===== src/rtl/cla_addsub_pipe.sv =====
// Two-stage elastic add/subtract unit built on a Kogge-Stone prefix carry network.
// Stage 1 registers bitwise generate/propagate; stage 2 resolves carries and flags.
module cla_addsub_pipe #(
  parameter int WIDTH = 16
) (
  input  logic             clk,
  input  logic             rst_n,
  input  logic             in_valid,
  output logic             in_ready,
  input  logic [WIDTH-1:0] a,
  input  logic [WIDTH-1:0] b,
  input  logic             sub,
  output logic             out_valid,
  input  logic             out_ready,
  output logic [WIDTH-1:0] result,
  output logic             carry_out,
  output logic             overflow,
  output logic             zero
);

  localparam int LEVELS = $clog2(WIDTH);

  // Group generate G[i:0] for every bit position via log2(WIDTH) combine levels.
  function automatic logic [WIDTH-1:0] prefix_generate(input logic [WIDTH-1:0] g_in,
                                                       input logic [WIDTH-1:0] p_in);
    logic [WIDTH-1:0] g_cur, p_cur, g_nxt, p_nxt;
    g_cur = g_in;
    p_cur = p_in;
    for (int l = 0; l < LEVELS; l++) begin
      g_nxt = g_cur;
      p_nxt = p_cur;
      for (int i = (1 << l); i < WIDTH; i++) begin
        g_nxt[i] = g_cur[i] | (p_cur[i] & g_cur[i - (1 << l)]);
        p_nxt[i] = p_cur[i] & p_cur[i - (1 << l)];
      end
      g_cur = g_nxt;
      p_cur = p_nxt;
    end
    return g_cur;
  endfunction

  logic             vld_p1, vld_p2;
  logic             s2_load, advance, accept;
  logic [WIDTH-1:0] bb_in;

  logic [WIDTH-1:0] p_p1, g_p1;
  logic             cin_p1, a_msb_p1, bb_msb_p1;

  logic [WIDTH-1:0] result_p2;
  logic             carry_p2, ovf_p2, zero_p2;

  logic [WIDTH-1:0] g_fold, grp_g, carry_vec, sum_s2;
  logic             ovf_s2;

  assign s2_load  = !vld_p2 || out_ready;
  assign advance  = vld_p1 && s2_load;
  assign in_ready = !vld_p1 || s2_load;
  assign accept   = in_valid && in_ready;

  assign bb_in = sub ? ~b : b;

  // ---- stage 1: operand conditioning and bitwise generate/propagate ----
  always_ff @(posedge clk or negedge rst_n) begin
    if (!rst_n) begin
      vld_p1    <= 1'b0;
      p_p1      <= '0;
      g_p1      <= '0;
      cin_p1    <= 1'b0;
      a_msb_p1  <= 1'b0;
      bb_msb_p1 <= 1'b0;
    end else begin
      if (accept) begin
        p_p1      <= a ^ bb_in;
        g_p1      <= a & bb_in;
        cin_p1    <= sub;
        a_msb_p1  <= a[WIDTH-1];
        bb_msb_p1 <= bb_in[WIDTH-1];
      end
      vld_p1 <= accept || (vld_p1 && !advance);
    end
  end

  // Carry-in is folded into bit 0 so the tree needs no separate cin input.
  always_comb begin
    g_fold    = g_p1;
    g_fold[0] = g_p1[0] | (p_p1[0] & cin_p1);
    grp_g     = prefix_generate(g_fold, p_p1);
    carry_vec = {grp_g[WIDTH-2:0], cin_p1};
    sum_s2    = p_p1 ^ carry_vec;
    ovf_s2    = (a_msb_p1 == bb_msb_p1) && (sum_s2[WIDTH-1] != a_msb_p1);
  end

  // ---- stage 2: resolved sum and status flags ----
  always_ff @(posedge clk or negedge rst_n) begin
    if (!rst_n) begin
      vld_p2    <= 1'b0;
      result_p2 <= '0;
      carry_p2  <= 1'b0;
      ovf_p2    <= 1'b0;
      zero_p2   <= 1'b0;
    end else if (s2_load) begin
      vld_p2 <= advance;
      if (advance) begin
        result_p2 <= sum_s2;
        carry_p2  <= grp_g[WIDTH-1];
        ovf_p2    <= ovf_s2;
        zero_p2   <= ~|sum_s2;
      end
    end
  end

  assign out_valid = vld_p2;
  assign result    = result_p2;
  assign carry_out = carry_p2;
  assign overflow  = ovf_p2;
  assign zero      = zero_p2;

endmodule


===== config.mk =====
export PLATFORM = sky130hd
export DESIGN_NAME = cla_addsub_pipe
export DESIGN_NICKNAME = d
export VERILOG_FILES = /design/src/rtl/cla_addsub_pipe.sv
export SDC_FILE = /design/constraint.sdc
export NUM_CORES = 1
export LEC_CHECK = 0
export ABC_AREA = 1
export ABC_CLOCK_PERIOD_IN_PS = 5300
export CAP_MARGIN = 10
export CORE_ASPECT_RATIO = 1.75
export CORE_MARGIN = 2
export CORE_UTILIZATION = 57
export CTS_CLUSTER_SIZE = 14
export DETAILED_ROUTE_END_ITERATION = 16
export PLACE_DENSITY = 0.86
export SLEW_MARGIN = 20
export SYNTH_ARGS = -nofsm -noshare
export SYNTH_HDL_FRONTEND = slang
export SYNTH_SLANG_ARGS = --single-unit

===== constraint.sdc =====
create_clock -name clk -period 5.3 [get_ports clk]
set_input_delay 0.795 -clock clk [delete_from_list [all_inputs] [get_ports clk]]
set_output_delay 0.795 -clock clk [all_outputs]
set_load 0.02 [all_outputs]

==> out/results.tsv, run 1 <==
metric	value	unit
fin_crit	2.83	ns
syn_avg_cell_area	7.30	sq um
grt_usage	0.245	
antennaDiodeCount	0	
yosys_warnings	0	
final_cell_mix	nand2_1 (185), dfrtp_1 (56), clkdlybuf4s50_1 (56)	
cp_slowest_stage_delay	0.62	ns
ir_worst_vdd	0.240	mV
synth_cell_types	17	
tns	0	ns
numPortBuffers	57	
finalSetupViolCount	0	
synth-seq-cells	56	
hold_viol	0	
die_h	103	um
antenna_found_initial	0	
nNetsFinal	550	
rsz0062_at_grt	false	
finalClockSkew	0.0111	ns
grt_use_met3	0.0336	
cts_hold_buf	0	
grt_max_degree	57	
worstSetupStartpointType	input pin	
cts_root_buffer	clkbuf_8	
crit_chain	clkdlybuf4s50_1 -> inv_1 -> nand3_1 -> clkdlybuf4s50_1	
htreeDepth	2	
layout_commonest_cell	nand2_1	
cp-end-kind	output port	
numCtsBuffers	5	
cp_max_fo	3	
grt_pass1_vias	2751	
rows	36	
drtIter0Drc	69	
drc	0	
grt_busiest_layer	met2	
gp_congestion	0.886	
synthesis.area	3220	sq um
drv_slew	0	
powerDensity	391	nW/um^2
grtUsageMet1	0.289	
use_met2	0.438	
overflow	0	
grt_pass1_wl	11700	um
final_layout_size_suffix_gt1_frac	0.0242	
cts.sinks	56	
design_area	4000	sq um
netlist_instances	441	
cts_tree	done	
max-slew-margin-rel	0.404	
hold_path_class	reg2reg	
clock_latency	0.32	ns
dp_hpwl	5370	um
ctsResizeCount	0	
synthesis.nets	496	
core_area	5500	sq um
ant_nets	0	
post_cts_buffers	0	
critPathSlowestCell	clkdlybuf4s50_1	
start_util	0.586	
drt-wirelength-per-cell	11.8	um
required	4.51	ns
dieWidth	60.8	um
drv_cap	0	
viasPerCell	4.90	
criticalPathCategory	in2out	
cp.arrival	2.04	ns
status	complete, no violations	
fin_crit_sh	0.535	
num_vias	2804	
cts_buffer_depth	2	
num_io_pins	58	
clk_pin_slew_worst_paths	0.09	ns
placed_cell_area	3840	sq um
fmax	353	MHz
dr.pass1.iters	4	
yosysSeqAreaShare	0.435	
syn2layout_area_growth	24.3	%
wl	6740	um
worst_slew_pin_slew	0.892	ns
path_common_cell	clkdlybuf4s50_1	
power.leakage	0.00209	uW
die_area	6290	sq um
==> critical path: cells and delay by family <==
family / cells / cell delay [ns]
AND/OR/NAND/NOR: 1 / 0.11
buffers and inverters: 3 / 1.14
==> worst paths after layout <==
check	slack [ns]	end	start	cells after the start
max in group asynchronous	4.25	result[15]	rst_n	2
max	2.47	in_ready	out_ready	4
min reg2reg	0.49	zero	zero	2
min in group asynchronous	0.58	p_p1[0]	rst_n	2
min	0.49	zero	zero	2
max reg2reg	3.04	zero	p_p1[0]	17
==> cell families after synthesis <==
family / count (synthesis) / share of synthesized area
AO/OA/AOI/OAI: 48 / 0.0781
XOR/XNOR: 19 / 0.0517
AND/OR/NAND/NOR: 237 / 0.289
buffers and inverters: 63 / 0.0758
adder cells (fa/ha/maj): 18 / 0.0700
flip-flops: 56 / 0.435
==> flip-flops by register name (all words and copies together) (netlist names) <==
register,cells
p_p1,16
cin_p1,1
vld_p1,1
out_valid,1
overflow,1
a_msb_p1,1
g_p1,16
carry_out,1
result,16
zero,1
bb_msb_p1,1
==> synthesized netlist by cell type <==
| cell | instances | area (sq um) |
|---|---|---|
| nand2_1 | 185 | 694 |
| dfrtp_1 | 56 | 1400 |
| inv_1 | 51 | 191 |
| o21ai_0 | 33 | 165 |
| nor2_1 | 28 | 105 |
| xor2_1 | 19 | 166 |
| ha_1 | 18 | 225 |
| nand3_1 | 17 | 85.1 |
| a21oi_1 | 9 | 45.0 |
| buf_2 | 6 | 30.0 |
| clkbuf_1 | 6 | 22.5 |
| a31oi_1 | 4 | 25.0 |
| nand4_1 | 4 | 25.0 |
| and2_1 | 2 | 12.5 |
| nand3b_1 | 1 | 7.51 |
| o211ai_1 | 1 | 7.51 |
| o21ai_2 | 1 | 8.76 |
==> area by class of cell <==
cell class                 instances  area, sq um
fill                             465         1500
clock inverter                     3         90.1
inverter                          51          191
multi-input combinational        322         1570
tap                               76         95.1
timing repair buffer              59          581
clock buffer                       5         68.8
sequential                        56         1400
==> per-layer routing <==
metal	vias to the layer above	share of wire
met3	10	0.027
met2	50	0.54
met5	-	0
li1	1474	-
met4	0	0.021
met1	1270	0.42
==> report_power, final <==
part           switching, uW  leakage (uW)  internal, uW  total [uW]
logic                    330       0.00132           248         577
clock network            141     0.0000784           236         377
registers               78.0      0.000694           533         611
total                    548       0.00209          1020        1570
==> per-stage QoR <==
stage / power, uW / worst slack (ns) / hold slack, ns / utilization / std cells
after CTS: 1570 / 2.46 / 0.489 / 0.728 / 572
after global placement: 1180 / 2.47 / 0.461 / 0.699 / 564
after detailed placement: 1200 / 2.28 / 0.465 / 0.699 / 564
final: 1570 / 2.47 / 0.486 / 0.728 / 572
after floorplan: 958 / 3.40 / 0.450 / - / 441
after global routing: 1670 / 2.41 / 0.523 / 0.728 / 572
Note: power is estimated with default switching activity, not from simulation.
==> inputs of run 2 (changes only) <==
- ABC_CLOCK_PERIOD_IN_PS: 5300 -> 2300
- CORE_UTILIZATION: 57 -> 48
- PLACE_DENSITY: 0.86 -> 0.77
- clock period: 5.3 -> 2.3 ns (I/O delays scaled with it)
==> out/results.tsv, run 2 (synthesis results as in run 1) <==
metric	value	unit	change
finalSetupViolCount	0		unchanged
fin_crit	2.09	ns	
antenna_found_initial	0		unchanged
syn2layout_area_growth	25.9	%	was 24.3%
finish.utilization	0.624		was 0.728
crit_path_start	p_p1[0]		was out_ready
tns	0	ns	unchanged
worst_slew_pin_slew	0.593	ns	was 0.892 ns
cts.sinks	56		unchanged
fin_crit_sh	0.910		
final_cell_count_no_fill	582		was 572
clk_pin_slew_worst_paths	0.07	ns	was 0.09 ns
layout_commonest_cell	nand2_1		unchanged
dpl.cell_count	574		was 564
ir_worst_vdd	0.461	mV	was 0.240 mV
cts_tree	done		unchanged
hold_path_class	in2async		was reg2reg
power.leakage	0.00212	uW	was 0.00209 uW
final_cell_mix	nand2_1 (185), dfrtp_1 (56), clkdlybuf4s50_1 (56)		unchanged
numCtsBuffers	5		unchanged
start_util	0.496		was 0.586
dieWidth	65.9	um	was 60.8 um
clock_latency	0.29	ns	was 0.32 ns
cp_max_fo	3		unchanged
rsz0062_at_grt	false		unchanged
dp_hpwl	5820	um	was 5370 um
cts_hold_buf	0		unchanged
drv_slew	0		unchanged
ant_nets	0		unchanged
design_area	4050	sq um	was 4000 sq um
max-slew-margin-rel	0.605		was 0.404
status	complete, no violations		unchanged
fmax	478	MHz	
cp-end-kind	flip-flop		was output port
cts_root_buffer	clkbuf_16		was clkbuf_8
drt-wirelength-per-cell	12.6	um	was 11.8 um
rows	39		was 36
num_vias	2907		was 2,804
nNetsFinal	554		was 550
r2r_cells	14		was 17
die_h	112	um	was 103 um
finalClockSkew	0.00213	ns	was 0.0111 ns
htreeDepth	2		unchanged
hold_viol	0		unchanged
grt_pass1_vias	2908		was 2,751
cp.arrival	2.28	ns	was 2.04 ns
criticalPathCategory	reg2reg		was in2out
die_area	7400	sq um	was 6290 sq um
drv_cap	0		unchanged
cp-endpoint	zero		was in_ready
gp_congestion	0.879		was 0.886
powerDensity	877	nW/um^2	was 391 nW/um^2
n_fill_cell	614		was 465
placed_cell_area	3900	sq um	was 3840 sq um
grt_max_degree	59		was 57
overflow	0		unchanged
cts_buffer_depth	2		unchanged
drtIter0Drc	220		was 69
drc	0		unchanged
grt_usage	0.227		was 0.245
numPortBuffers	57		unchanged
dr.pass1.iters	4		unchanged
grt_pass1_wl	13000	um	was 11,700 um
wl	7320	um	was 6740 um
worstSetupStartpointType	flip-flop		was input pin
core_area	6490	sq um	was 5500 sq um
r2r-end	zero		unchanged
r2r_setup_slack	0.21	ns	was 3.04 ns
r2r-start	p_p1[0]		unchanged
antennaDiodeCount	0		unchanged
num_io_pins	58		unchanged
viasPerCell	4.99		was 4.90
final_layout_size_suffix_gt1_frac	0.0300		was 0.0242
p_total	3550	uW	was 1570 uW
required	2.48	ns	was 4.51 ns
[run 2: changes by cell type in the layout (fill, tap and decap cells not counted)]
cell and change:
buf_4 +2, o21ai_0 -1, nor2_2 +1, clkbuf_1 +2
o21ai_1 +1, clkbuf_8 -4, nor2_1 -1, clkbuf_16 +5
bufinv_16 -3, buf_12 +2
[run 2: metrics by stage]
step / setup WS [ns] / hold WS, ns
floorplan: 0.449 / 0.0494
global placement: 0.344 / 0.373
detailed placement: 0.183 / 0.388
CTS: 0.151 / 0.0721
global route: 0.00780 / 0.0972
finish: 0.206 / 0.0543
[run 2: routing by layer]
layer  wire length (um)  part of all wire  global-route usage  vias up
met4                144             0.020              0.0861        0
met1               2920              0.40               0.265     1335
met2               4030              0.55               0.408       76
met3                227             0.031              0.0341        8
li1                   -                 -                   -     1488
met5                  0                 0                   0        -
[run 2: where the power goes]
part	total, uW	internal (uW)	switching [uW]
clock	759	435	324
combinational	1370	587	783
sequential	1420	1230	192
total	3550	2250	1300
[run 2: worst max-delay path, cell delays in order (launching register included)]
cell     delay (ns)
dfrtp_1        0.39
ha_1           0.21
nor2_2         0.16
inv_1          0.08
ha_1           0.18
inv_1          0.05
nand2_1        0.09
nand2_1        0.10
nand3_1        0.14
nand2_1        0.11
nand2_1        0.07
xor2_1         0.19
nor2_1         0.07
nand3_1        0.08
nand2_1        0.06
[run 2: how the worst min path moves through the flow]
stage	startpoint	end	slack, ns	cells after the start
3_3_place_gp	rst_n	g_p1[0]	0.37	1
6_report	rst_n	g_p1[0]	0.05	1
3_5_place_dp	rst_n	p_p1[2]	0.39	1
2_1_floorplan	rst_n	a_msb_p1	0.05	0
4_1_cts	rst_n	p_p1[8]	0.07	1
5_1_grt	rst_n	p_p1[8]	0.1	1
[run 2: final cells by class]
| type | instances | area, sq um | share of cell area |
|---|---|---|---|
| clock buffers | 8 | 146 | 0.0361 |
| inverters | 51 | 191 | 0.0472 |
| flip-flops and latches | 56 | 1400 | 0.346 |
| multi-input cells | 322 | 1580 | 0.389 |
| repair buffers | 63 | 636 | 0.157 |
| well taps | 82 | 103 | 0.0253 |
[run 2: repair_timing]
action                                  in CTS  in global routing
buffers inserted                             0                  0
hold endpoints to repair                     0                  0
endpoints found under the setup margin       0                  2
gates resized for setup                      0                  2
==> inputs of run 3 (changes only) <==
--- a/config.mk
+++ b/config.mk
@@ -8,5 +8,4 @@
 export ABC_AREA = 1
-export ABC_CLOCK_PERIOD_IN_PS = 2300
 export CAP_MARGIN = 10
-export CORE_ASPECT_RATIO = 1.75
+export CORE_ASPECT_RATIO = 0.6
 export CORE_MARGIN = 2
==> constraint.sdc (replaced) <==
create_clock -name clk -period 2.3 [get_ports clk]
set_input_delay 0.23 -clock clk [delete_from_list [all_inputs] [get_ports clk]]
set_output_delay 0.23 -clock clk [all_outputs]
set_load 0.02 [all_outputs]
==> out/results.tsv, run 3 (synthesis results as in run 1) <==
metric	value	unit	change
fmax	497	MHz	was 478 MHz
layout_commonest_cell	nand2_1		unchanged
clock_latency	0.30	ns	was 0.29 ns
max-slew-margin-rel	0.555		was 0.605
final_cell_mix	nand2_1 (185), dfrtp_1 (56), clkdlybuf4s50_1 (56)		unchanged
dp_hpwl	6080	um	was 5820 um
gp_congestion	0.937		was 0.879
switching_share	0.387		was 0.366
overflow	0		unchanged
die_h	67.4	um	was 112 um
pwr-share-seq	0.425		was 0.401
fin_crit	2.01	ns	was 2.09 ns
finalSetupViolCount	0		unchanged
p_total	3370	uW	was 3550 uW
clk_pin_slew_worst_paths	0.09	ns	was 0.07 ns
cp_slowest_stage_delay	0.40	ns	was 0.39 ns
antennaDiodeCount	0		unchanged
rsz0062_at_grt	false		unchanged
finalWorstSetupSlack	0.287	ns	was 0.206 ns
multi_input_area	1580	sq um	about the same
ant_nets	0		unchanged
powerDensity	837	nW/um^2	was 877 nW/um^2
status	complete, no violations		unchanged
cp-end-kind	flip-flop		unchanged
cts_buffer_depth	2		unchanged
seq_area	1400	sq um	unchanged
core_area	6590	sq um	was 6490 sq um
worst_slew_pin_slew	0.667	ns	was 0.593 ns
num_vias	2869		was 2,907
r2r_setup_slack	0.29	ns	was 0.21 ns
finish.utilization	0.612		was 0.624
crit_chain	ha_2 -> nor2_4 -> inv_1 -> ha_1 -> inv_1 -> nand2_1 -> nand2_1 -> nand2_1 -> nand2_1 -> nand2_1 -> nand2_1 -> nand3_1 -> nor2_1 -> nand2_1 -> nor2_1 -> nand3_1 -> nand2_1		was ha_1 -> nor2_2 -> inv_1 -> ha_1 -> inv_1 -> nand2_1 -> nand2_1 -> nand3_1 -> nand2_1 -> nand2_1 -> xor2_1 -> nor2_1 -> nand3_1 -> nand2_1
tns	0	ns	unchanged
finalClockSkew	0.00567	ns	was 0.00213 ns
hold_viol	0		unchanged
n_fill_cell	657		was 614
cts_tree	done		unchanged
start_util	0.488		was 0.496
r2r-end	zero		unchanged
viasPerCell	4.87		was 4.99
drc	0		unchanged
holdPathEnd	overflow		
r2r_cells	17		was 14
grt_pass1_wl	12500	um	was 13,000 um
ir_worst_vdd	0.519	mV	was 0.461 mV
rows	23		was 39
htreeDepth	2		unchanged
drv_slew	0		unchanged
numCtsBuffers	5		unchanged
netSwitchingPower	1310	uW	was 1300 uW
preCtsSetupSlack	0.234	ns	was 0.183 ns
critPathSlowestCell	dfrtp_1		unchanged
r2r-start	p_p1[0]		unchanged
cts_root_buffer	clkbuf_8		was clkbuf_16
dieWidth	110	um	was 65.9 um
grt_usage	0.221		was 0.227
cp.arrival	2.26	ns	was 2.28 ns
power.leakage	0.00210	uW	was 0.00212 uW
pwr-share-comb	0.413		was 0.386
path_common_cell	nand2_1		unchanged
drtIter0Drc	170		was 220
required	2.55	ns	was 2.48 ns
fin_crit_sh	0.875		was 0.910
p_int	2070	uW	was 2250 uW
syn2layout_area_growth	25.2	%	was 25.9%
cts.sinks	56		unchanged
design_area	4030	sq um	was 4050 sq um
criticalPathCategory	reg2reg		unchanged
hold_path_class	reg2reg		was in2async
grt_max_degree	59		unchanged
num_io_pins	58		unchanged
nNetsFinal	556		was 554
cp_max_fo	3		unchanged
numPortBuffers	57		unchanged
drt-wirelength-per-cell	12.7	um	was 12.6 um
final_layout_size_suffix_gt1_frac	0.0378		was 0.0300
wl	7490	um	was 7320 um
drv_cap	0		unchanged
dr.pass1.iters	4		unchanged
hold_depth	2		
die_area	7400	sq um	about the same
hold_start	overflow		
worstSetupStartpointType	flip-flop		unchanged
placed_cell_area	3910	sq um	was 3900 sq um
antenna_found_initial	0		unchanged
grt_pass1_vias	2644		was 2,908
clockPowerShare	0.162		was 0.214
-- run 3: how the worst max path moves through the flow --
| stage | start | to | slack [ns] |
|---|---|---|---|
| finish | p_p1[0] | zero | 0.29 |
| global route | p_p1[0] | zero | 0.007 |
| CTS | p_p1[0] | zero | 0.21 |
| detailed placement | p_p1[0] | zero | 0.23 |
| global placement | p_p1[0] | zero | 0.32 |
| floorplan | p_p1[0] | zero | 0.45 |
-- run 3: power groups by stage --
stage	sequential (uW)	clock, uW	combinational [uW]
6_report	1430	546	1390
5_1_grt	1470	606	1570
4_1_cts	1430	566	1390
3_5_place_dp	1450	0	1380
3_3_place_gp	1440	0	1360
2_1_floorplan	1570	0	634
-- run 3: critical path: cells and delay by family, from the launching register on --
| family | cells | cell delay, ns |
|---|---|---|
| simple gates | 13 | 1.07 |
| flops | 1 | 0.40 |
| fa+ha+maj | 2 | 0.38 |
| buf+inv | 2 | 0.12 |
-- run 3: layer usage --
metal  track usage  part of all wire  up-vias
li1              -                 -     1486
met1         0.347              0.54     1299
met2         0.313              0.40       75
met3        0.0386             0.048        9
met4        0.0506             0.014        0
met5             0                 0        -
-- run 3: timing repair --
action	in CTS	in global routing
setup buffers	0	1
hold endpoints to repair	28	0
hold buffers	1	0
gates resized for setup	0	3
endpoints found under the setup margin	0	1
-- run 3: stage by stage --
step / hold slack [ns] / instances
2_1_floorplan: -0.0656 / 441
3_3_place_gp: 0.286 / 579
3_5_place_dp: 0.299 / 579
4_1_cts: 0.490 / 588
5_1_grt: 0.503 / 589
6_report: 0.485 / 589
-- run 3: layout make-up --
class                      count  share of cell area
clock buffer                   6              0.0205
clock inverter                 2             0.00248
inverter                      51              0.0475
multi-input combinational    322               0.393
sequential                    56               0.348
tap                           87              0.0270
timing repair buffer          65               0.162
